$ cat src/rtl/uart_pkg.sv
// Shared UART definitions: FSM state encodings, data-bit count and a clog2 helper.
// Used by uart_transmitter and uart_receiver.
package uart_pkg;

    typedef enum logic [2:0] {
        ST_IDLE   = 3'd0,
        ST_START  = 3'd1,
        ST_DATA   = 3'd2,
        ST_PARITY = 3'd3,
        ST_STOP   = 3'd4
    } uart_state_e;

    localparam int unsigned FRAME_BITS = 8;

    function automatic int unsigned clog2(input int unsigned value);
        int unsigned v;
        int unsigned r;
        v = (value > 0) ? value - 1 : 0;
        r = 0;
        while (v > 0) begin
            r = r + 1;
            v = v >> 1;
        end
        return r;
    endfunction

endpackage

$ cat src/rtl/uart_tx_fifo.sv
// Synchronous input FIFO for the UART transmitter; pointers carry one extra
// wrap bit so full/empty are told apart by the MSB.
module uart_tx_fifo
    import uart_pkg::*;
#(
    parameter int unsigned DEPTH = 4,
    parameter int unsigned WIDTH = 8
) (
    input  logic             clk,
    input  logic             rst_n,
    input  logic             push_i,
    input  logic [WIDTH-1:0] data_i,
    input  logic             pop_i,
    output logic [WIDTH-1:0] data_o,
    output logic             full_o,
    output logic             empty_o
);

    localparam int unsigned AW = clog2(DEPTH);

    logic [AW:0]      wptr_q;
    logic [AW:0]      rptr_q;
    logic [WIDTH-1:0] mem_q [DEPTH];
    logic             do_push;
    logic             do_pop;

    assign empty_o = (wptr_q == rptr_q);
    assign full_o  = (wptr_q[AW] != rptr_q[AW]) && (wptr_q[AW-1:0] == rptr_q[AW-1:0]);
    assign do_push = push_i && !full_o;
    assign do_pop  = pop_i && !empty_o;
    assign data_o  = mem_q[rptr_q[AW-1:0]];

    always_ff @(posedge clk or negedge rst_n) begin
        if (!rst_n) begin
            wptr_q <= '0;
            rptr_q <= '0;
        end else begin
            if (do_push) wptr_q <= wptr_q + (AW+1)'(1);
            if (do_pop)  rptr_q <= rptr_q + (AW+1)'(1);
        end
    end

    // Storage needs no reset; the pointers define which entries are valid.
    always_ff @(posedge clk) begin
        if (do_push) mem_q[wptr_q[AW-1:0]] <= data_i;
    end

endmodule

$ cat src/rtl/uart_transmitter.sv
// UART transmitter with input FIFO: 8N1 framing, or 8E1 when UART_TX_PARITY_EN
// is defined (adds an even-parity bit after the data bits).
module uart_transmitter
    import uart_pkg::*;
#(
    parameter int unsigned CLOCK_FREQ = 50_000_000,
    parameter int unsigned BAUD_RATE  = 115_200,
    parameter int unsigned FIFO_DEPTH = 4
) (
    input  logic       clk,
    input  logic       rst_n,
    input  logic [7:0] data_in,
    input  logic       data_in_valid,
    output logic       data_in_ready,
    output logic       serial_out,
    output logic       busy
);

    localparam int unsigned CPB    = CLOCK_FREQ / BAUD_RATE;
    localparam int unsigned BAUD_W = (clog2(CPB) < 1) ? 1 : clog2(CPB);
    localparam int unsigned BIT_W  = clog2(FRAME_BITS);

    uart_state_e       state_q, state_d;
    logic [BAUD_W-1:0] baud_q, baud_d;
    logic [BIT_W-1:0]  bit_q, bit_d;
    logic [7:0]        shift_q, shift_d;
    logic              serial_q, serial_d;
    logic              busy_q, busy_d;
`ifdef UART_TX_PARITY_EN
    logic              parity_q, parity_d;
`endif

    logic       fifo_pop;
    logic       fifo_full;
    logic       fifo_empty;
    logic [7:0] fifo_data;
    logic       baud_last;
    logic       load;

    uart_tx_fifo #(
        .DEPTH (FIFO_DEPTH),
        .WIDTH (8)
    ) u_fifo (
        .clk     (clk),
        .rst_n   (rst_n),
        .push_i  (data_in_valid),
        .data_i  (data_in),
        .pop_i   (fifo_pop),
        .data_o  (fifo_data),
        .full_o  (fifo_full),
        .empty_o (fifo_empty)
    );

    assign data_in_ready = !fifo_full;
    assign serial_out    = serial_q;
    assign busy          = busy_q;

    always_ff @(posedge clk or negedge rst_n) begin
        if (!rst_n) begin
            state_q  <= ST_IDLE;
            baud_q   <= '0;
            bit_q    <= '0;
            shift_q  <= '0;
            serial_q <= 1'b1;
            busy_q   <= 1'b0;
`ifdef UART_TX_PARITY_EN
            parity_q <= 1'b0;
`endif
        end else begin
            state_q  <= state_d;
            baud_q   <= baud_d;
            bit_q    <= bit_d;
            shift_q  <= shift_d;
            serial_q <= serial_d;
            busy_q   <= busy_d;
`ifdef UART_TX_PARITY_EN
            parity_q <= parity_d;
`endif
        end
    end

    // serial_d is derived from the next state so the line changes on the same edge as the FSM.
    always_comb begin
        state_d   = state_q;
        baud_d    = baud_q;
        bit_d     = bit_q;
        shift_d   = shift_q;
        serial_d  = serial_q;
        fifo_pop  = 1'b0;
        load      = 1'b0;
`ifdef UART_TX_PARITY_EN
        parity_d  = parity_q;
`endif
        baud_last = (baud_q == BAUD_W'(CPB - 1));

        if (state_q != ST_IDLE) begin
            baud_d = baud_last ? '0 : baud_q + BAUD_W'(1);
        end

        case (state_q)
            ST_IDLE: begin
                baud_d   = '0;
                serial_d = 1'b1;
                if (!fifo_empty) load = 1'b1;
            end
            ST_START: begin
                if (baud_last) begin
                    state_d  = ST_DATA;
                    bit_d    = '0;
                    serial_d = shift_q[0];
                end
            end
            ST_DATA: begin
                if (baud_last) begin
                    shift_d = shift_q >> 1;
                    if (bit_q == BIT_W'(FRAME_BITS - 1)) begin
`ifdef UART_TX_PARITY_EN
                        state_d  = ST_PARITY;
                        serial_d = parity_q;
`else
                        state_d  = ST_STOP;
                        serial_d = 1'b1;
`endif
                    end else begin
                        bit_d    = bit_q + BIT_W'(1);
                        serial_d = shift_q[1];
                    end
                end
            end
            ST_PARITY: begin
                if (baud_last) begin
                    state_d  = ST_STOP;
                    serial_d = 1'b1;
                end
            end
            ST_STOP: begin
                if (baud_last) begin
                    if (!fifo_empty) begin
                        load = 1'b1;
                    end else begin
                        state_d  = ST_IDLE;
                        serial_d = 1'b1;
                    end
                end
            end
            default: begin
                state_d  = ST_IDLE;
                serial_d = 1'b1;
            end
        endcase

        if (load) begin
            fifo_pop = 1'b1;
            shift_d  = fifo_data;
            state_d  = ST_START;
            baud_d   = '0;
            serial_d = 1'b0;
`ifdef UART_TX_PARITY_EN
            parity_d = ^fifo_data;
`endif
        end

        busy_d = (state_d != ST_IDLE) || !fifo_empty;
    end

endmodule
$ cat config.mk
export PLATFORM = sky130hd
export DESIGN_NAME = uart_transmitter
export DESIGN_NICKNAME = d
export VERILOG_FILES = /design/src/rtl/uart_pkg.sv /design/src/rtl/uart_tx_fifo.sv /design/src/rtl/uart_transmitter.sv
export SDC_FILE = /design/constraint.sdc
export NUM_CORES = 1
export LEC_CHECK = 0
export BUFFER_PORTS_ARGS = -buffer_cell sky130_fd_sc_hd__buf_2
export CAP_MARGIN = 10
export CORE_ASPECT_RATIO = 1.5
export CORE_UTILIZATION = 50
export DETAILED_ROUTE_END_ITERATION = 10
export PLACE_DENSITY_LB_ADDON = 0.08
export SLEW_MARGIN = 20
export SYNTH_ARGS = -nofsm -noshare
export SYNTH_HDL_FRONTEND = slang
export SYNTH_HIERARCHICAL = 1
export SYNTH_SLANG_ARGS = --single-unit
$ cat constraint.sdc
create_clock -name clk -period 2.4 [get_ports clk]
set_clock_uncertainty 0.2 [all_clocks]
set_input_delay 0.36 -clock clk [delete_from_list [all_inputs] [get_ports clk]]
set_output_delay 0.36 -clock clk [all_outputs]
set_load 0.02 [all_outputs]
======== Yosys cells after proc, flatten, opt, wreduce, memory -nomap -nowiden ========
Memory sizes are Yosys's and may differ from the RTL's.
Cells that the tools add are included.
storage, ports and cells
  memory bits (writable) .................. 32
  input port bits ......................... 11
  output and inout bits ................... 3
  register bits after elaboration ......... 31
  memories kept ........................... 1
operators by class
  reduce and logical (&&, ||, !) cells .... 16
  mux-type cells .......................... 33
  add/sub/neg operators ................... 4
  equality and inequality tests ........... 17
memory list
  name          words  bits a word  read ports  clocked after Yosys merged registers in  wr ports  RTL line            text
  u_fifo.mem_q  4      8            1           0                                        1         uart_tx_fifo.sv:23  logic [WIDTH-1:0] mem_q [DEPTH];
operators with widths
  kind                                            number
  2-to-1 mux 9 bit                                4
  2-to-1 mux 3 bit                                10
  2-to-1 mux 8 bit                                3
  != test 3 bit (second input constant)           5
  case mux 3 bit (5 select lines)                 1
  2-to-1 mux 1 bit                                12
  adder 3 x 1 -> 3 bit (second input constant)    3
  adder 9 x 1 -> 9 bit (second input constant)    1
  == test 9 bit (second input constant)           1
  nonzero test 3 bit                              3
  == test 3 x 2 -> 1 bit (second input constant)  2
  == test 3 bit (second input constant)           2
  != test 2 bit (second input constant)           3
  case mux 3 bit (2 select lines)                 1
  nonzero test 2 bit                              3
  AND reduction 5 bit                             1
  case mux 1 bit (4 select lines)                 1
  AND reduction 4 bit                             1
  == test 3 x 1 -> 1 bit (second input constant)  1
  == test 3 bit                                   1
  logical AND 1 bit                               3
  zero test 3 bit                                 1
  == test 2 bit                                   1
  zero test 1 bit                                 2
  4 further kinds                                 4

======== Longest topological paths before layout ========
  depth after elaboration ................. 7
  gate-level depth with buffers ........... 9
  mapped depth without buffers ............ 8

======== Cells and area by module ========
The synthesis kept the hierarchy.
modules (own cells, without submodules)
  module            area each (um2)  instances  sequential area each (um2)  cells an instance
  uart_tx_fifo      1,684.1          1          1,111.1                     93
  uart_transmitter  1,291.2          1          626.9                       116

======== Worst setup path after synthesis ========
Ideal clock, no wire load.
  kind .................................... flip-flop to flip-flop
  start ................................... register u_fifo.rptr_q[0]
  end ..................................... register shift_q[1]
  setup slack ............................. 0.073 ns
  data required time ...................... 2.075 ns
  setup time .............................. 0.125 ns
  arrival time ............................ 2.002 ns
  cell stages (with the launch flop) ...... 7
  period minus slack after synthesis ...... 2.327 ns
  cell sequence ........................... dfrtp_1 -> buf_6 -> xnor2_2 -> buf_6 -> and3_1 -> nor4_4 -> mux2_2
on the way
  cells in the longest elaborated chain, start to end .. 6
ends and longest elaborated chain
  item                                 RTL line                                          text
  from (decl)                          uart_tx_fifo.sv:22                                logic [AW:0] rptr_q;
  from (signal assigned)               uart_tx_fifo.sv:39                                if (do_pop) rptr_q <= rptr_q + (AW+1)'(1);
  == test 3 bit (*)                    uart_tx_fifo.sv:27                                assign empty_o = (wptr_q == rptr_q);
  named net fifo_empty                 uart_transmitter.sv:35                            logic fifo_empty;
  2-to-1 mux 1 bit (*)                 uart_transmitter.sv:104, uart_transmitter.sv:138
  2-to-1 mux 1 bit                     uart_transmitter.sv:137                           if (baud_last) begin
  case mux 1 bit (2 select lines) (*)  uart_transmitter.sv:100                           case (state_q)
  nonzero test 2 bit (no line)         n/a
  AND reduction 2 bit (no line)        n/a
  to (signal assigned)                 uart_transmitter.sv:73                            shift_q <= shift_d;
  to (decl)                            uart_transmitter.sv:26                            logic [7:0] shift_q, shift_d;
The timed path passes the listed nets; every way through them passes the cells marked *.
A chain may end at the register's enable or synchronous reset.

======== Worst setup path after layout ========
  start ................................... register baud_q[1]
  end ..................................... register bit_q[0]
on the way
  cells in the longest elaborated chain, start to end .. 3
ends and longest elaborated chain
  item                               RTL line                text
  from (decl)                        uart_transmitter.sv:24  logic [BAUD_W-1:0] baud_q, baud_d;
  from (signal assigned)             uart_transmitter.sv:71  baud_q <= baud_d;
  == test 9 bit (*)                  uart_transmitter.sv:94  baud_last = (baud_q == BAUD_W'(CPB - 1));
  != test 2 bit (no line)            n/a
  AND reduction 4 bit (no line) (*)  n/a
  to (signal assigned)               uart_transmitter.sv:72  bit_q <= bit_d;
  to (decl)                          uart_transmitter.sv:25  logic [BIT_W-1:0] bit_q, bit_d;
Mark *: on every way between the ends. The rest lies on a longest branch, timed or not.

==> flow_summary.json <==
{
  "finalWirelength_um": 4890,
  "grt_pass1_wl_um": 8300,
  "hold_viol_final": 0,
  "setup_tns_ns": 0,
  "cts.htree.levels": 3,
  "max_freq_mhz": 447,
  "final_area_um2": 3360,
  "die_x_um": 65.0,
  "crit_path_end_kind": "register",
  "vdd_ir_drop_max_v": 0.000724,
  "numCtsBuffers": 9,
  "drt-pass1-iter-count": 5,
  "avgSynthCellArea_um2": 14.2,
  "post_cts_resize_count": 0,
  "status": "finished, final reports clean",
  "drc": 0,
  "overflow": 0,
  "synthToLayoutAreaGrowth_pct": 13.0,
  "synth_cell_type_count": 50,
  "required_ns": 2.41,
  "grt_use_met2": 0.319,
  "first_iter_violations": 124,
  "antenna_found_initial": 0,
  "arrival_ns": 2.25,
  "worstMarginPinSlew_ns": 0.713,
  "synth_nets": 229,
  "cp-start-kind": "register",
  "p_per_area_nw_per_um2": 1190,
  "synth_edf_count": 32,
  "synth_flop_cell": "edfxtp_1",
  "num_io_pins": 14,
  "diodes": 0,
  "grt_pass1_vias": 1772,
  "rsz0062_at_grt": "false",
  "grt.met3_usage": 0.0282,
  "fp.dieH_um": 96.5,
  "leakage_nw": 1.34,
  "io_buffers": 13,
  "clk_latency_ns": 0.33,
  "syn-instance-count": 209,
  "dp.final_hpwl_um": 3480,
  "ys_ff_latch": 63,
  "ys_seq_area_frac": 0.584,
  "post_dp_cell_area_um2": 3130,
  "clock-sinks": 63,
  "core_area_um2": 5790,
  "synthArstFlopShare": 0.492,
  "die_area_um2": 6270,
  "finalNetCount": 252,
  "vias": 1699,
  "critPathMaxFanout": 6,
  "clk_pin_slew_ns": 0.07,
  "grt_max_degree": 32,
  "cts.path.max_buffers": 2,
  "syn-cell-area_um2": 2980,
  "ant_nets": 0,
  "cts_tree": "done",
  "layout_min_cycle_time_ns": 2.24,
  "initial_core_util": 0.514,
  "drv_slew": 0,
  "setup_viol": 0,
  "drv_cap": 0,
  "vias_per_cell": 5.50,
  "cts_root_buffer": "clkbuf_8",
  "routabilityCongestion": 0.863,
  "synth.yosys.warnings": 6,
  "busiest_layer": "met2",
  "hold_path.class": "input port to register",
  "critical_path_class": "register to register",
  "period_share": 0.933,
  "drive_gt1_frac": 0.257,
  "routedWlPerCell_um": 15.8,
  "num_rows": 34,
  "grt_use_met1": 0.208,
  "track_usage": 0.182,
  "slew_headroom": 0.522
}
## cell usage in the layout (no fill, tap or decap), types with 2 or more instances in the layout
master / n
edfxtp_1: 32
dfrtp_1: 30
nor2_1: 17
inv_1: 13
buf_2: 13
mux2_2: 12
ha_1: 9
clkbuf_8: 9
xnor2_1: 8
nand2_1: 7
nand3_1: 7
mux4_1: 6
a21oi_1: 5
nor3_1: 4
and2_1: 4
buf_4: 4
o21ai_0: 3
xor2_1: 3
a21o_1: 3
a22o_1: 2
nand4_1: 2
a22oi_1: 2
clkinvlp_4: 2
bufinv_16: 2
mux4_2: 2
xnor2_2: 2
and3_1: 2
nand2b_1: 2
a31oi_1: 2
## critical path: stages, from the launching register on
cell and delay [ns]:
dfrtp_1 0.41, inv_1 0.06, ha_1 0.12, and4b_1 0.37, nand2_1 0.21, or3_1 0.43, mux2_1 0.30
## path summary, 6_finish.rpt
kind | cells past startpoint | from | to | slack [ns]
worst max-delay path | 6 | baud_q[1] | bit_q[0] | 0.16
worst min-delay path | 1 | data_in[7] | u_fifo/mem_q[3][7] | 0.04
worst max register to register | 6 | baud_q[1] | bit_q[0] | 0.16
worst min register to register | 1 | bit_q[1] | bit_q[1] | 0.31
max in group asynchronous | 2 | rst_n | state_q[1] | 1.15
min in group asynchronous | 2 | rst_n | baud_q[8] | 0.40
## metrics by stage
| stage | hold WS (ns) | power [W] | setup slack (ns) | util | std cells |
|---|---|---|---|---|---|
| global placement | 0.235 | 0.00299 | 0.249 | 0.541 | 292 |
| global route | 0.0310 | 0.00429 | 0.0298 | 0.581 | 309 |
| CTS | 0.0254 | 0.00406 | 0.180 | 0.580 | 309 |
| finish | 0.0398 | 0.00401 | 0.161 | 0.581 | 309 |
| detailed placement | 0.252 | 0.00305 | 0.205 | 0.541 | 292 |
| floorplan | -0.136 | 0.00271 | 0.0732 | - | 209 |
## synthesized netlist by cell type (all sizes together) (2+ instances only)
cell | instances | area [um2]
nor3 | 4 | 20.0
edfxtp | 32 | 961
xnor2 | 10 | 103
buf | 7 | 52.5
nand4 | 2 | 12.5
o21ai | 3 | 15.0
and2 | 4 | 25.0
a22oi | 2 | 15.0
dfrtp | 30 | 751
a21oi | 6 | 41.3
nand2b | 2 | 12.5
nor3b | 2 | 20.0
xor2 | 4 | 42.6
inv | 13 | 48.8
and3 | 2 | 12.5
nand2 | 7 | 26.3
mux4 | 8 | 203
mux2 | 13 | 146
nand3 | 8 | 45.0
nor2 | 17 | 63.8
a21o | 3 | 22.5
a22o | 2 | 17.5
ha | 9 | 113
a31oi | 4 | 46.3
## sequential cells by signal, summed over array words and instances, names as in the netlist
signal and count:
serial_out 1, u_fifo/wptr_q 3, bit_q 3, u_fifo/rptr_q 3
baud_q 9, busy 1, u_fifo/mem_q 32, shift_q 8
state_q 3
## final cells by class
cell class | count | area (um2)
inverters | 13 | 48.8
flip-flops and latches | 63 | 1740
clock buffers | 9 | 124
clock inverters | 7 | 96.3
repair buffers | 19 | 125
well taps | 72 | 90.1
multi-input cells | 126 | 1140
fillers | 481 | 2420
## repair_timing
item                                    in CTS  in global routing
endpoints found under the setup margin       0                  0
endpoints found under the hold margin       30                  0
setup buffers                                0                  0
hold buffers                                 1                  0
## cells by family after synthesis
logic type,count (synthesis),synth area share
flip-flops,63,0.584
AND/OR/NAND/NOR,55,0.105
AO/OA/AOI/OAI,26,0.0698
multiplexers,22,0.121
buffers and inverters,20,0.0341
XOR/XNOR,14,0.0488
adder cells (fa/ha/maj),9,0.0378
## layer usage
metal / wire length, um / vias to the layer above
li1: - / 814
met1: 2000 / 854
met2: 2710 / 23
met3: 89 / 8
met4: 90 / 0
met5: 0 / -
## power breakdown
part	total [W]	switching (W)	leakage (nW)	internal, W
sequential	0.00166	0.000208	0.679	0.00145
clock	0.000992	0.000406	0.103	0.000586
combinational	0.00137	0.000702	0.557	0.000664
(Power assumes the default switching activity.)
